--- config.mk ---
export PLATFORM = sky130hd
export DESIGN_NAME = mdio_mgmt_arbiter
export DESIGN_NICKNAME = d
export VERILOG_FILES = /design/src/rtl/mdio_mgmt_arbiter.sv
export SDC_FILE = /design/constraint.sdc
export NUM_CORES = 1
export LEC_CHECK = 0
export ABC_AREA = 1
export BUFFER_PORTS_ARGS = -buffer_cell sky130_fd_sc_hd__buf_4
export CAP_MARGIN = 20
export CORE_ASPECT_RATIO = 1.1
export CORE_UTILIZATION = 40
export CTS_CLUSTER_SIZE = 14
export DETAILED_ROUTE_END_ITERATION = 8
export GPL_ROUTABILITY_DRIVEN = 1
export PLACE_DENSITY = 0.65
export SLEW_MARGIN = 10
export SYNTH_ARGS = -nofsm -noshare
export SYNTH_HDL_FRONTEND = slang
export SYNTH_SLANG_ARGS = --single-unit
--- constraint.sdc ---
create_clock -name MDC -period 3.1 [get_ports MDC]
set_input_delay 0.465 -clock MDC [delete_from_list [all_inputs] [get_ports MDC]]
set_output_delay 0.465 -clock MDC [all_outputs]
set_load 0.02 [all_outputs]
--- src/rtl/mdio_mgmt_arbiter.sv ---
// Shares one Clause-22 MDIO frame engine between the host register interface
// and a PHY status autopoller, with round-robin arbitration and a WAIT timeout.
module mdio_mgmt_arbiter #(
  parameter logic [4:0] PHY_ADDR    = 5'h05,
  parameter logic [4:0] POLL_REG    = 5'h01,
  parameter int         POLL_PERIOD = 1000,
  parameter int         TIMEOUT     = 128
) (
  input  logic        MDC,
  input  logic        RESET,
  input  logic        HOST_REQ,
  input  logic        HOST_RW,
  input  logic [4:0]  HOST_REG,
  input  logic [15:0] HOST_WDATA,
  output logic        HOST_ACK,
  output logic [15:0] HOST_RDATA,
  output logic        HOST_ERR,
  input  logic        POLL_EN,
  output logic [15:0] POLL_STATUS,
  output logic        POLL_VALID,
  output logic        POLL_CHANGE,
  output logic        MDIO_START,
  output logic [31:0] MDIO_OUT,
  input  logic        MDIO_DONE,
  input  logic [15:0] RD_DATA,
  output logic        BUSY
);

  localparam int PCW = (POLL_PERIOD > 2) ? $clog2(POLL_PERIOD) : 1;
  localparam int TCW = $clog2(TIMEOUT);
  localparam logic [PCW-1:0] POLL_RELOAD = PCW'(POLL_PERIOD - 1);
  localparam logic [TCW-1:0] TMO_LAST    = TCW'(TIMEOUT - 1);

  typedef enum logic [2:0] {
    ST_IDLE  = 3'd0,
    ST_LOAD  = 3'd1,
    ST_START = 3'd2,
    ST_WAIT  = 3'd3,
    ST_RESP  = 3'd4
  } state_t;

  state_t         state_r;
  state_t         state_nxt_s;
  logic           grant_s;
  logic           grant_poll_s;
  logic           wait_exit_s;
  logic           wait_ok_s;
  logic           grant_poll_r;
  logic           last_poll_r;
  logic           host_rw_r;
  logic [TCW-1:0] tmo_cnt_r;
  logic [PCW-1:0] poll_cnt_r;
  logic           poll_pending_r;

  logic           host_ack_r;
  logic           host_err_r;
  logic [15:0]    host_rdata_r;
  logic [15:0]    poll_status_r;
  logic           poll_valid_r;
  logic           poll_change_r;
  logic           mdio_start_r;
  logic [31:0]    mdio_out_r;
  logic           busy_r;

  // Clause-22 frame: ST, OP, PHYAD, REGAD, TA, DATA.
  function automatic logic [31:0] build_frame(input logic wr,
                                              input logic [4:0] reg_addr,
                                              input logic [15:0] wdata);
    logic [1:0]  op;
    logic [15:0] data;
    op   = wr ? 2'b01 : 2'b10;
    data = wr ? wdata : 16'h0000;
    return {2'b01, op, PHY_ADDR, reg_addr, 2'b10, data};
  endfunction

  // Next-state, arbitration and WAIT-exit decisions.
  always_comb begin
    state_nxt_s  = state_r;
    grant_s      = 1'b0;
    grant_poll_s = 1'b0;
    wait_exit_s  = 1'b0;
    wait_ok_s    = 1'b0;
    case (state_r)
      ST_IDLE: begin
        // On a tie the requester that did not win last time gets the engine.
        if (HOST_REQ && poll_pending_r) begin
          grant_s      = 1'b1;
          grant_poll_s = ~last_poll_r;
        end else if (HOST_REQ) begin
          grant_s      = 1'b1;
          grant_poll_s = 1'b0;
        end else if (poll_pending_r) begin
          grant_s      = 1'b1;
          grant_poll_s = 1'b1;
        end else begin
          grant_s      = 1'b0;
          grant_poll_s = 1'b0;
        end
        if (grant_s) begin
          state_nxt_s = ST_LOAD;
        end else begin
          state_nxt_s = ST_IDLE;
        end
      end
      ST_LOAD:  state_nxt_s = ST_START;
      ST_START: state_nxt_s = ST_WAIT;
      ST_WAIT: begin
        if (MDIO_DONE) begin
          wait_exit_s = 1'b1;
          wait_ok_s   = 1'b1;
          state_nxt_s = ST_RESP;
        end else if (tmo_cnt_r == TMO_LAST) begin
          wait_exit_s = 1'b1;
          wait_ok_s   = 1'b0;
          state_nxt_s = ST_RESP;
        end else begin
          state_nxt_s = ST_WAIT;
        end
      end
      ST_RESP:  state_nxt_s = ST_IDLE;
      default:  state_nxt_s = ST_IDLE;
    endcase
  end

  // State register, grant bookkeeping and WAIT timeout counter.
  always_ff @(posedge MDC) begin
    if (!RESET) begin
      state_r      <= ST_IDLE;
      grant_poll_r <= 1'b0;
      last_poll_r  <= 1'b1;
      host_rw_r    <= 1'b0;
      tmo_cnt_r    <= {TCW{1'b0}};
    end else begin
      state_r <= state_nxt_s;
      if (grant_s) begin
        grant_poll_r <= grant_poll_s;
        last_poll_r  <= grant_poll_s;
        host_rw_r    <= HOST_RW;
      end
      if (state_r == ST_LOAD) begin
        tmo_cnt_r <= {TCW{1'b0}};
      end else if (state_r == ST_WAIT) begin
        tmo_cnt_r <= tmo_cnt_r + TCW'(1);
      end
    end
  end

  // Autopoll timer; a fresh expiry outranks the grant that consumes the old one.
  always_ff @(posedge MDC) begin
    if (!RESET) begin
      poll_cnt_r     <= POLL_RELOAD;
      poll_pending_r <= 1'b0;
    end else if (!POLL_EN) begin
      poll_cnt_r     <= POLL_RELOAD;
      poll_pending_r <= 1'b0;
    end else if (poll_cnt_r == {PCW{1'b0}}) begin
      poll_cnt_r     <= POLL_RELOAD;
      poll_pending_r <= 1'b1;
    end else begin
      poll_cnt_r <= poll_cnt_r - PCW'(1);
      if (grant_s && grant_poll_s) begin
        poll_pending_r <= 1'b0;
      end
    end
  end

  // Engine-side outputs: frame register, start pulse and busy flag.
  always_ff @(posedge MDC) begin
    if (!RESET) begin
      mdio_out_r   <= 32'h0000_0000;
      mdio_start_r <= 1'b0;
      busy_r       <= 1'b0;
    end else begin
      mdio_start_r <= (state_r == ST_LOAD);
      busy_r       <= (state_nxt_s != ST_IDLE);
      if (state_r == ST_LOAD) begin
        if (grant_poll_r) begin
          mdio_out_r <= build_frame(1'b0, POLL_REG, 16'h0000);
        end else begin
          mdio_out_r <= build_frame(HOST_RW, HOST_REG, HOST_WDATA);
        end
      end
    end
  end

  // Requester-side responses, presented during RESP.
  always_ff @(posedge MDC) begin
    if (!RESET) begin
      host_ack_r    <= 1'b0;
      host_err_r    <= 1'b0;
      host_rdata_r  <= 16'h0000;
      poll_status_r <= 16'h0000;
      poll_valid_r  <= 1'b0;
      poll_change_r <= 1'b0;
    end else begin
      host_ack_r    <= wait_exit_s && !grant_poll_r;
      host_err_r    <= wait_exit_s && !grant_poll_r && !wait_ok_s;
      poll_change_r <= 1'b0;
      if (wait_exit_s && wait_ok_s && !grant_poll_r && !host_rw_r) begin
        host_rdata_r <= RD_DATA;
      end
      if (wait_exit_s && grant_poll_r) begin
        if (wait_ok_s) begin
          poll_status_r <= RD_DATA;
          poll_valid_r  <= 1'b1;
          poll_change_r <= !poll_valid_r || (RD_DATA != poll_status_r);
        end else begin
          poll_valid_r  <= 1'b0;
        end
      end
    end
  end

  assign HOST_ACK    = host_ack_r;
  assign HOST_ERR    = host_err_r;
  assign HOST_RDATA  = host_rdata_r;
  assign POLL_STATUS = poll_status_r;
  assign POLL_VALID  = poll_valid_r;
  assign POLL_CHANGE = poll_change_r;
  assign MDIO_START  = mdio_start_r;
  assign MDIO_OUT    = mdio_out_r;
  assign BUSY        = busy_r;

endmodule

# Word-level counts from Yosys, hierarchy flattened

Cells that the tools add are included.

Add/sub/neg operators: 2
Equality and inequality tests: 5
Multiplexer cells: 23
Bitwise gates (word level): 3
Reductions and logical operators: 22

Operators with widths:

| cell                                                 | number |
|---|---|
| 2-to-1 mux 30 bit                                    | 1 |
| 2-to-1 mux 1 bit                                     | 17 |
| 2-to-1 mux 16 bit                                    | 1 |
| != test 16 bit                                       | 1 |
| one-hot mux 3 bit (4 select lines)                   | 1 |
| zero test 10 bit                                     | 1 |
| subtractor 10 x 1 -> 10 bit (second input constant)  | 1 |
| logical AND 1 bit                                    | 8 |
| adder 7 x 1 -> 7 bit (second input constant)         | 1 |
| equality test 7 bit (second input constant)          | 1 |
| equality test 3 x 2 -> 1 bit (second input constant) | 2 |
| 2-to-1 mux 3 bit                                     | 2 |
| zero test 1 bit                                      | 4 |
| AND reduction 2 bit                                  | 2 |
| equality test 3 x 1 -> 1 bit (second input constant) | 1 |
| zero test 3 bit                                      | 1 |
| NOT 1 bit                                            | 3 |
| AND reduction 3 bit                                  | 1 |
| nonzero test 3 bit                                   | 1 |
| OR reduction 3 bit                                   | 1 |
| 2-to-1 mux 2 bit                                     | 1 |
| nonzero test 2 bit                                   | 1 |
| OR reduction 2 bit                                   | 1 |
| logical OR 1 bit                                     | 1 |

Register bits: 94
Input bits: 43
Output and inout port bits: 70
Word-level logic and storage cells: 71

# Longest topological paths before layout

Depth in word-level cells: 8
Depth in mapped cells: 9
Gate-level depth less buffers: 9

# Worst setup path before layout

OpenSTA, ideal clock, no wires.

Path type: register -> register
Start: reg poll_cnt_r[0]
End: reg poll_cnt_r[7]
Library setup time: 0.140 ns
Data arrival time: 1.212 ns
Required time: 2.960 ns
Setup slack: 1.747 ns
Stages on the path, launching flop included: 9
Path buffers: 0
Period minus slack after synthesis: 1.353 ns
Cell sequence: dfxtp_1 -> inv_1 -> ha_1 -> inv_1 -> nor2_1 -> nand2_1 -> nor2_1 -> a31oi_1 -> nand3_1

Cells in the longest elaborated chain, start to end: 2
Elaborated cells between the ends (all ways): 3
Those cells by class: 1 x add/sub; 2 x reduce/logical

RTL lines:

| item                                                                                | RTL line | text |
|---|---|---|
| from (decl)                                                                         | 52       | `logic [PCW-1:0] poll_cnt_r;` |
| from (signal assigned)                                                              | 160      | `poll_cnt_r <= poll_cnt_r - PCW'(1);` |
| parallel branches: the longest is 2 deep, another holds subtractor 10 x 1 -> 10 bit | -        |  |

Several ways; the timed one is not identified.
A chain may end at the register's enable or synchronous reset.

# Worst setup path after layout

Start: reg grant_poll_r
End: reg host_rdata_r[12], in the netlist HOST_RDATA[12]

Cells in the longest elaborated chain, start to end: 3

RTL lines:

| item                            | RTL line | text |
|---|---|---|
| from (decl)                     | 48       | `logic grant_poll_r;` |
| from (signal assigned)          | 136      | `grant_poll_r <= grant_poll_s;` |
| zero test 1 bit                 | 199      | `if (wait_exit_s && wait_ok_s && !grant_poll_r && !host_rw_r) begin` |
| logical AND 1 bit (2 in series) | 199      |  |
| to (signal assigned)            | 191      | `host_rdata_r <= 16'h0000;` |
| to (signal assigned)            | 200      | `host_rdata_r <= RD_DATA;` |
| to (decl)                       | 57       | `logic [15:0] host_rdata_r;` |

Every way passes these cells.

==> results.tsv <==
metric	value	unit
final setup vio count	0	
FF+latch count, synth	86	
Sw Ratio	26.81	%
relative slew slack	58.52	%
cts hold-fix bufs	0	
final core utilization	53.50	%
crit path max fanout	17	
crit path buf inv count	0	
max-slew violations	0	
Post-synth top cells	98 x nand2_1, 86 x dfxtp_1, 48 x inv_1	
switching pwr	623.9	uW
synth unique cells	31	
CP endpoint kind	flip-flop	
core area	8452	um2
post-route insts no fill	674	
Via-to-Cell Ratio	4.823	
Min-Delay Endpoint	MDIO_OUT[20]$_SDFFE_PN0N_	
Placed Instances	658	
DP HPWL	6346	um
number of diodes	0	
Post-DP Area	4322	um2
final hold violation count	0	
Synth top area share	49.14	%
HP Class	in2reg	
total design power	2.327	mW
Chip Width	91.23	um
Final ANT Viol Nets	0	
first-pass GRT wire length	13820	um
Slowest cell on crit path	nor2_2	
Reg-to-Reg End	HOST_RDATA[12]$_SDFFE_PN0P_	
status	finished clean	
worst hold margin	0.3471	ns
Fmax	573.0	MHz
1st-iter DRT viols	191	
required time of the critical path	3.31	ns
startpoint types	flip-flop	
via count	3251	
Area Growth Syn to Fin	29.07	%
number of synthesized flops with an enable pin	0	
post_cts resized	0	
DR pass1 iterations	4	
initial antenna violation count	0	
number of cells on the worst reg-to-reg path	4	
clock power share	33.8	%
final net count	603	
DRC violations left	0	
setup TNS	0	ns
Cell Area, Synth	3503	um2
row cnt	35	
slowest stage delay, CP	0.51	ns
Final GP Congestion	0.7660	
grt ovf	0	
setup repair bufs after CTS	0	
DIE AREA	9137	um2
RSZ-0062 raised after global routing	no	
TritonCTS clock tree	built	
Logic pwr share	15.2	%
clock slew at reported path FFs	0.08	ns
# IOs	113	
CTS Root Cell	clkbuf_8	
Synth area leader	dfxtp_1	
HP Start	HOST_REG[2]	
clk_lat worst skew	0.34	ns
P_leak	2.056	nW
htree depth	3	
cells after synthesis	459	
CTS max path bufs	2	
internal power	1.703	mW
Primary FF master, synth	dfxtp_1	
Arr. time, crit path	1.96	ns
Worst Hold Depth	3	
critical path, cell by cell	nor2_2, nand2_1, nand2_1, a21oi_1	
yosys warns	0	
Crit Path Category	reg2reg	
VDD IR max	267.9	uV
setup ws final	1.355	ns
worst slew pin tran	0.6215	ns
CP top delay family	simple AND/OR/NAND/NOR gates	
largest net degree at the start of global routing	37	
cell with the most instances after synthesis	nand2_1	
Initial Util	41.45	%
Final Instance Area	4522	um2
Fill cells	844	
CP most frequent cell	nand2_1	
asr flop ratio synth	0	%
sequential share of power	51.1	%
GRT Total Usage	18.87	%
TritonCTS buffer count	9	
Max Cap Viol	0	
Cell Pwr Density	514.7	nW/um2
Clock Skew	0.01054	ns
CTS Sinks	86	
setup slack at placement	1.349	ns
post-synthesis sequential area ratio	49.14	%
routed wire length per instance	12.70	um
drt total wl	8563	um
vias in the first global route	2945	
share of layout cells above drive strength 1	23.27	%
Critical R2R Launch	grant_poll_r$_SDFFE_PN0P_	
worst reg2reg setup slack	1.35	ns
Synth area leaders	dfxtp_1 49%, nand2_1 11%, nand3_1 6.3%, a21oi_1 5.9%, inv_1 5.1%	
fin crit share	56.30	%
I/O Buffers	107	
Mean Syn Cell Area	7.633	um2
chip height	100.2	um
Period minus WS final	1.745	ns
[state kept, by name (all words and copies together) (netlist names), 3 cells and up]
register,count
POLL_STATUS,16
poll_cnt_r,10
tmo_cnt_r,7
MDIO_OUT,24
state_r,3
HOST_RDATA,16
[routing by layer]
metal  wire, um  vias to the layer above  global-route usage (%)  part of all wire, %
li1           -                     1671                       -                    -
met3        380                        7                   3.409                  4.4
met1       4013                     1492                   24.21                   47
met4         65                        0                   6.227                 0.76
met5          0                        -                       0                    0
met2       4102                       81                   32.23                   48
[cell usage in the layout (no fill, tap or decap)]
master and instances:
o21ai_0 28, nand3_4 1, conb_1 5, nand3_1 44
clkinv_1 1, and2_1 1, a31oi_1 2, nor2_1 47
nor3_1 2, nand2_1 98, nor2_8 1, or2_2 2
xor2_1 3, bufinv_16 1, clkbuf_1 1, nand4_1 2
inv_1 48, nand2_2 1, nor2_2 1, dfxtp_1 86
a22oi_1 16, buf_4 108, nand3b_1 2, ha_1 2
xnor2_1 2, o21bai_1 1, nor2_4 1, clkbuf_8 11
nand2_4 1, clkinv_2 3, a21oi_1 41
[layout make-up]
class | count | area [um2] | share of cell area [%]
timing repair buffer | 108 | 810.8 | 17.93
inverter | 49 | 183.9 | 4.068
clock inverter | 4 | 45.04 | 0.9961
clock buffer | 12 | 155.1 | 3.431
tap | 111 | 138.9 | 3.071
multi-input combinational | 304 | 1466 | 32.43
sequential | 86 | 1722 | 38.07
[tightest hold or removal path: cells and delay by family]
| family | cells | cell delay (ns) |
|---|---|---|
| buffers and inverters | 1 | 0.08 |
| and+or+nand+nor | 2 | 0.11 |
[worst max path at each step]
stage / start / endpoint / slack, ns / cells past startpoint
final: grant_poll_r$_SDFFE_PN0P_ / HOST_RDATA[12]$_SDFFE_PN0P_ / 1.35 / 4
after global routing: grant_poll_r$_SDFFE_PN0P_ / HOST_RDATA[14]$_SDFFE_PN0P_ / 1.15 / 4
after CTS: grant_poll_r$_SDFFE_PN0P_ / HOST_RDATA[12]$_SDFFE_PN0P_ / 1.35 / 4
after detailed placement: grant_poll_r$_SDFFE_PN0P_ / HOST_RDATA[4]$_SDFFE_PN0P_ / 1.35 / 4
after global placement: grant_poll_r$_SDFFE_PN0P_ / HOST_RDATA[14]$_SDFFE_PN0P_ / 1.38 / 4
after floorplan: poll_cnt_r[0]$_SDFF_PP1_ / poll_cnt_r[7]$_SDFF_PP1_ / 1.75 / 8
[kinds of logic (layout without fill, tap and decap cells)]
group | after synthesis | after routing | share of synthesized area (%)
AND/OR/NAND/NOR | 204 | 204 | 25.50
adder cells (fa/ha/maj) | 2 | 2 | 0.7142
flip-flops | 86 | 86 | 49.14
AO/OA/AOI/OAI | 88 | 88 | 13.86
buffers and inverters | 73 | 173 | 9.428
XOR/XNOR | 5 | 5 | 1.250
other | 1 | 5 | 0.1070
[power by group through the flow]
| stage | sequential (mW) | combinational (mW) | clock, mW |
|---|---|---|---|
| final | 1.19 | 0.353 | 0.786 |
| after CTS | 1.19 | 0.357 | 0.806 |
| after global placement | 1.21 | 0.352 | 0 |
| after global routing | 1.20 | 0.390 | 0.851 |
| after floorplan | 1.25 | 0.177 | 0 |
| after detailed placement | 1.21 | 0.357 | 0 |
(Power assumes the default switching activity.)
